### src/rtl/spi_ram_arbiter.sv
// spi_ram_arbiter: two-requester round-robin arbiter and sequencer that turns
// whole-word read/write transactions into the SPI data memory's two-beat
// command protocol on ram_din[9:8] and returns one response per transaction.
// Optional feature macro: SPI_RAM_ARB_TIMEOUT_EN (bounded wait for read data).
// Handshake: a request is accepted in the cycle where reqN_valid && reqN_ready;
// reqN_ready is combinational and only ever high in IDLE. Responses are
// one-cycle strobes with no backpressure.
module spi_ram_arbiter #(
  parameter int ADDR_WIDTH = 8,
  parameter int DATA_WIDTH = 8,
  parameter int TIMEOUT    = 15
) (
  input  logic                  clk,
  input  logic                  rst,
  input  logic                  req0_valid,
  output logic                  req0_ready,
  input  logic                  req0_wr,
  input  logic [ADDR_WIDTH-1:0] req0_addr,
  input  logic [DATA_WIDTH-1:0] req0_wdata,
  input  logic                  req1_valid,
  output logic                  req1_ready,
  input  logic                  req1_wr,
  input  logic [ADDR_WIDTH-1:0] req1_addr,
  input  logic [DATA_WIDTH-1:0] req1_wdata,
  output logic                  rsp_valid,
  output logic                  rsp_id,
  output logic [DATA_WIDTH-1:0] rsp_rdata,
  output logic                  rsp_err,
  output logic [ADDR_WIDTH+1:0] ram_din,
  output logic                  ram_rx_valid,
  input  logic [DATA_WIDTH-1:0] ram_dout,
  input  logic                  ram_tx_valid,
  output logic                  busy
);

  localparam logic [2:0] S_IDLE    = 3'd0;
  localparam logic [2:0] S_ADDR    = 3'd1;
  localparam logic [2:0] S_DATA    = 3'd2;
  localparam logic [2:0] S_WAIT_RD = 3'd3;
  localparam logic [2:0] S_RESP    = 3'd4;

  logic [2:0]            state;
  logic                  rr_ptr;     // requester favoured on a tie
  logic                  grant;
  logic                  accept;
  logic                  sel_wr;
  logic [ADDR_WIDTH-1:0] sel_addr;
  logic [DATA_WIDTH-1:0] sel_wdata;
  logic                  lat_wr;
  logic                  lat_id;
  logic [ADDR_WIDTH-1:0] lat_addr;
  logic [DATA_WIDTH-1:0] lat_wdata;

`ifdef SPI_RAM_ARB_TIMEOUT_EN
  localparam logic [7:0] TO_LAST = 8'(TIMEOUT - 1);
  logic [7:0] wait_cnt;
`else
  logic [7:0] unused_timeout;
  assign unused_timeout = 8'(TIMEOUT);
  assign rsp_err        = 1'b0;
`endif

  // Arbitration: a lone requester wins; on a tie the round-robin pointer decides.
  always_comb begin
    if (req0_valid && !req1_valid)
      grant = 1'b0;
    else if (req1_valid && !req0_valid)
      grant = 1'b1;
    else
      grant = rr_ptr;
  end

  assign req0_ready = (state == S_IDLE) && !grant;
  assign req1_ready = (state == S_IDLE) && grant;
  assign accept     = (req0_valid && req0_ready) || (req1_valid && req1_ready);

  // Fields of the granted requester, latched on acceptance.
  always_comb begin
    sel_wr    = grant ? req1_wr    : req0_wr;
    sel_addr  = grant ? req1_addr  : req0_addr;
    sel_wdata = grant ? req1_wdata : req0_wdata;
  end

  // Sequencer FSM with registered memory-side and response outputs.
  always_ff @(posedge clk or posedge rst) begin
    if (rst) begin
      state        <= S_IDLE;
      rr_ptr       <= 1'b0;
      lat_wr       <= 1'b0;
      lat_id       <= 1'b0;
      lat_addr     <= '0;
      lat_wdata    <= '0;
      ram_din      <= '0;
      ram_rx_valid <= 1'b0;
      rsp_valid    <= 1'b0;
      rsp_id       <= 1'b0;
      rsp_rdata    <= '0;
      busy         <= 1'b0;
`ifdef SPI_RAM_ARB_TIMEOUT_EN
      rsp_err      <= 1'b0;
      wait_cnt     <= '0;
`endif
    end else begin
      case (state)
        S_IDLE: begin
          if (accept) begin
            lat_wr       <= sel_wr;
            lat_id       <= grant;
            lat_addr     <= sel_addr;
            lat_wdata    <= sel_wdata;
            rr_ptr       <= ~grant;
            ram_din      <= {(sel_wr ? 2'b00 : 2'b10), sel_addr};
            ram_rx_valid <= 1'b1;
            busy         <= 1'b1;
            state        <= S_ADDR;
          end
        end
        S_ADDR: begin
          ram_din <= lat_wr ? {2'b01, lat_wdata} : {2'b11, {DATA_WIDTH{1'b0}}};
          state   <= S_DATA;
        end
        S_DATA: begin
          ram_din      <= '0;
          ram_rx_valid <= 1'b0;
          if (lat_wr) begin
            rsp_valid <= 1'b1;
            rsp_id    <= lat_id;
            rsp_rdata <= '0;
`ifdef SPI_RAM_ARB_TIMEOUT_EN
            rsp_err   <= 1'b0;
`endif
            state     <= S_RESP;
          end else begin
`ifdef SPI_RAM_ARB_TIMEOUT_EN
            wait_cnt  <= '0;
`endif
            state     <= S_WAIT_RD;
          end
        end
        S_WAIT_RD: begin
          // Read data arriving on the limit cycle still yields a normal response.
          if (ram_tx_valid) begin
            rsp_valid <= 1'b1;
            rsp_id    <= lat_id;
            rsp_rdata <= ram_dout;
`ifdef SPI_RAM_ARB_TIMEOUT_EN
            rsp_err   <= 1'b0;
`endif
            state     <= S_RESP;
          end
`ifdef SPI_RAM_ARB_TIMEOUT_EN
          else if (wait_cnt == TO_LAST) begin
            rsp_valid <= 1'b1;
            rsp_id    <= lat_id;
            rsp_rdata <= '0;
            rsp_err   <= 1'b1;
            state     <= S_RESP;
          end else begin
            wait_cnt  <= wait_cnt + 8'd1;
          end
`endif
        end
        S_RESP: begin
          rsp_valid <= 1'b0;
          busy      <= 1'b0;
          state     <= S_IDLE;
        end
        default: begin
          ram_din      <= '0;
          ram_rx_valid <= 1'b0;
          rsp_valid    <= 1'b0;
          busy         <= 1'b0;
          state        <= S_IDLE;
        end
      endcase
    end
  end

endmodule

### config.mk
export PLATFORM = sky130hd
export DESIGN_NAME = spi_ram_arbiter
export DESIGN_NICKNAME = d
export VERILOG_FILES = /design/src/rtl/spi_ram_arbiter.sv
export SDC_FILE = /design/constraint.sdc
export NUM_CORES = 1
export LEC_CHECK = 0
export BUFFER_PORTS_ARGS = -buffer_cell sky130_fd_sc_hd__buf_2
export CAP_MARGIN = 20
export CORE_ASPECT_RATIO = 1.4
export CORE_MARGIN = 2
export CORE_UTILIZATION = 49
export DETAILED_ROUTE_END_ITERATION = 7
export GPL_ROUTABILITY_DRIVEN = 0
export PLACE_DENSITY_LB_ADDON = 0.12
export RECOVER_POWER = 25
export SETUP_SLACK_MARGIN = 0.5
export SLEW_MARGIN = 15
export SYNTH_ARGS = -nofsm -noshare
export SYNTH_HDL_FRONTEND = slang
export SYNTH_SLANG_ARGS = --single-unit
### constraint.sdc
create_clock -name clk -period 2 [get_ports clk]
set_input_delay 0.2 -clock clk [delete_from_list [all_inputs] [get_ports clk]]
set_output_delay 0.2 -clock clk [all_outputs]
set_load 0.05 [all_outputs]
* After elaboration in Yosys (flattened, before gate mapping) *
Index checks and enable logic that the tools add are counted.

word-level totals
  logic and storage cells = 71
  bits in registers = 36

operators by class
  muxes and demuxes = 25
  equality and inequality tests = 7
  bitwise logic cells = 5
  reduce and logical (&&, ||, !) cells = 23

operators with widths
  cell                                                  number
  2-to-1 mux 8 bit                                      4
  case mux 10 bit (3 select lines)                      1
  2-to-1 mux 10 bit                                     2
  case mux 8 bit (2 select lines)                       1
  case mux 3 bit (4 select lines)                       1
  AND reduction 2 bit                                   5
  2-to-1 mux 3 bit                                      3
  2-to-1 mux 1 bit                                      8
  equality test 3 x 2 -> 1 bit (second input constant)  2
  logical AND 1 bit                                     6
  inequality test 2 bit (second input constant)         3
  case mux 1 bit (2 select lines)                       3
  AND reduction 3 bit                                   2
  OR reduction 3 bit                                    2
  NOT 1 bit                                             5
  OR reduction 2 bit                                    2
  equality test 3 x 1 -> 1 bit (second input constant)  1
  equality test 3 bit (second input constant)           1
  zero test 1 bit                                       3
  zero test 3 bit                                       1
  case mux 1 bit (3 select lines)                       1
  2-to-1 mux 2 bit                                      1
  nonzero test 2 bit                                    1
  logical OR 1 bit                                      1

* Longest topological paths before layout *
  depth after elaboration = 10
  mapped depth = 6
  gate-level depth less buffers = 3

* Least setup slack after synthesis *
OpenSTA, ideal clock, no wires.

  path type = register to output
  from = register state[1]
  to = output port req1_ready
  data required time = 1.800 ns
  arrival time = 2.255 ns
  stages on the path, launching flop included = 4
  path slack = -0.455 ns
  path buffers = 2
  path through = dfrtp_1 -> buf_4 -> buf_2 -> nor4_1

on the way
  cells in the longest elaborated chain, start to end = 2

ends and longest elaborated chain
  what                    RTL line  source
  from (decl)             42        logic [2:0] state;
  from (signal assigned)  87        state <= S_IDLE;
  from (signal assigned)  115       state <= S_ADDR;
  from (signal assigned)  120       state <= S_DATA;
  zero test 3 bit         74        assign req1_ready = (state == S_IDLE) && grant;
  logical AND 1 bit       74
  to (decl)               21        output logic req1_ready,

No other way between the ends.

* Worst setup path in the final report *
  from = register rr_ptr
  to = output port req1_ready

on the way
  cells in the longest elaborated chain, start to end = 3

ends and longest elaborated chain
  what                    RTL line  source
  from (decl)             43        logic rr_ptr;
  from (signal assigned)  111       rr_ptr <= ~grant;
  2-to-1 mux 1 bit        67        else if (req1_valid && !req0_valid)
  2-to-1 mux 1 bit        65        if (req0_valid && !req1_valid)
  logical AND 1 bit       74

No other way between the ends.

==> run metrics <==
run status complete, no violations; detailed-route vias per instance 5.649; number of logic stages on the critical path including buffering 5; async set-reset flop share out of synthesis 1.000; number of port buffers 70; die outline height 78.25 um; IR Drop Worst-Case VDD 1.072 mV; CP max stage cell dfrtp_1; number of nets in the finished design 316; number of global-route vias before repair 1,720; final worst path period share 0.7746; worst path arrival time 1.35 ns; count of final hold-check violations 0; register clock-pin slew on the reported worst setup and hold paths 0.07 ns; Residual DRC 0; Initial Utilization 0.5010; per-instance average area after synthesis 10.05 um^2; via count 1,768; predominant post-synthesis flop cell dfrtp_1; H-Tree Depth 2; Die Footprint 0.004462 mm^2; cell types with the largest area share after synthesis dfrtp_1, and3_2, a2111o_1; proportion of synthesized chip area in sequential cells 0.4669; detailed router's first-iteration violation count 61; overall fraction of global-route tracks in use 0.2250; Clock Latency Late Sink 0.29 ns; max_slew headroom 0.3972; share of post-route cells with drive strength above 1 0.4741; maximum count of clock buffers along a single path 2; R2R Path End rsp_id; Register-to-Register Path Depth 4; worst-path fanout max 3; number of buffers and inverters on the critical path 2; yosys warns 0; most frequently used cell type in the post-synthesis netlist dfrtp_1; total wire length 4818 um; area of the core 0.003851 mm^2; power density normalized to cell area 1735 mW/mm^2; Placement Setup Slack 0.3203 ns; register bit count reported by yosys 36; HPWL after detailed placement 3352 um; Post-Syn Instances 192; critical path startpoint category flop; maximum clock skew at final layout 0.006287 ns; CP cell instances nand2b_4, a21oi_2, buf_4, nor4_4, buf_6; first-pass GRT wire length 7831 um; top cell type's share of synthesized area 0.4669; die outline width 57.03 um; area added between synthesis and finish 30.41%; Post-Syn Area 0.001929 mm^2; critical path start-end classification reg -> out; Pins Over Slew Limit 0; final worst path period need 1.549 ns; CP Capture Type primary output; Critical Path Max Stage Delay 0.37 ns; row cnt 27; total placed cells including tap cells 296; routed length per instance 15.39 um; Diodes inserted 0; antenna violations before repair 0; synth cell count leaders dfrtp_1, and3_2, inv_1; number of buffers inserted for hold repair after clock tree synthesis 0; DRT antenna net count 0; number of ports placed on the die boundary 72; nets in the synthesized netlist 239; setup slack on the worst flop-to-flop path 0.49 ns; CTS tree yes; setup violation total in the final timing report 0; clock sink total 36; count of unique library cells instantiated by Yosys 38; global route overflow 0; reg-to-reg critical path startpoint state[0]; setup TNS 0 ns; cell area after placement 0.002312 mm^2; Worst-Margin Slew 0.9042 ns; maximum number of pins on one net before global-route repair 37; worst setup path endpoint req1_ready; required time of the critical path 1.80 ns; length of the first detailed-routing pass in iterations 4; final instance area 0.002516 mm^2; post-route setup slack 0.4508 ns; CTS root buf clkbuf_8; setup repair after global routing missed its margin true; number of enable flip-flop cells after synthesis 0; filler-free cell count of the finished design 313; static power due to leakage 0.001354 uW; library cell occupying the most area in the post-synthesis netlist dfrtp_1; category of cells accounting for the largest share of critical-path delay flip-flops; Critical path origin rr_ptr; CTS buffer count 5; fmax 645.5 MHz; Hold Path Class in -> reg; Max-cap violations 0
registers in the layout, indices dropped and copies added, names as in the netlist, 3 cells and up:
| signal | cells |
|---|---|
| ram_din | 10 |
| rsp_rdata | 8 |
| state | 3 |
| lat_wdata | 8 |
where the power goes:
part	switching, uW	total [uW]	internal, uW
Clock	252	533	281
Combinational	1550	2520	974
Sequential	253	1310	1060
area by class of cell:
cell class	count	area, um^2
well taps	43	53.80
multi-input cells	122	897.1
clock buffers	8	90.09
flip-flops and latches	36	904.6
inverters	15	56.30
repair buffers	89	514.2
fillers	349	1335
placed cells by master, fill, tap and decap left out, types with 2 or more instances in the layout:
| cell type | Yosys | layout |
|---|---|---|
| a2111o_1 | 8 | 8 |
| a21o_1 | 3 | 3 |
| a21oi_1 | 12 | 11 |
| a221o_1 | 8 | 8 |
| and3_1 | 9 | 9 |
| and3_2 | 16 | 16 |
| buf_2 | 5 | 68 |
| buf_4 | 3 | 15 |
| buf_6 | 3 | 5 |
| clkbuf_1 | 7 | 2 |
| clkbuf_8 | 0 | 6 |
| dfrtp_1 | 36 | 33 |
| dfrtp_2 | 0 | 3 |
| inv_1 | 15 | 15 |
| nand2_1 | 9 | 9 |
| nand3_1 | 2 | 2 |
| nand3b_1 | 9 | 9 |
| nand4_1 | 10 | 10 |
| nor2b_1 | 2 | 2 |
| o21ai_0 | 11 | 11 |
logic make-up (layout without fill, tap and decap cells):
group / after synthesis / count (layout) / share of synthesized area
simple gates: 68 / 68 / 0.2302
compound gates: 51 / 51 / 0.2004
flops: 36 / 36 / 0.4669
buf+inv: 34 / 112 / 0.08754
mux: 2 / 2 / 0.01297
other cells: 1 / 1 / 0.001944
stage by stage:
stage | hold WS, ns | total power [uW] | util
2_1_floorplan | 0.3319 | 3121 | -
3_3_place_gp | 0.3239 | 3615 | 0.6004
3_5_place_dp | 0.3359 | 3634 | 0.6004
4_1_cts | 0.03100 | 4295 | 0.6423
5_1_grt | 0.1298 | 4640 | 0.6533
6_report | 0.1275 | 4366 | 0.6533
how the worst min path moves through the flow:
stage	start	endpoint	slack [ns]	cells past startpoint
after floorplan	req1_addr[7]	ram_din[7]	0.33	1
final	req1_addr[4]	ram_din[4]	0.13	2
after CTS	rst	rsp_rdata[1]	0.03	3
after global placement	rst	rsp_rdata[4]	0.32	3
after global routing	req1_addr[7]	ram_din[7]	0.13	2
after detailed placement	rst	rsp_rdata[4]	0.34	3
what timing repair did:
action                                  in CTS  in global routing
endpoints found under the setup margin      29                 18
setup buffers                                5                  4
pin swaps                                    1                  0
resized for setup                           11                  5
layer usage:
layer,up-vias,part of all wire,track usage
li1,852,-,-
met5,-,0,0
met1,852,0.39,0.2489
met3,10,0.044,0.04778
met2,54,0.55,0.4103
met4,0,0.022,0.08837
Power figures use the tool's default switching activity.
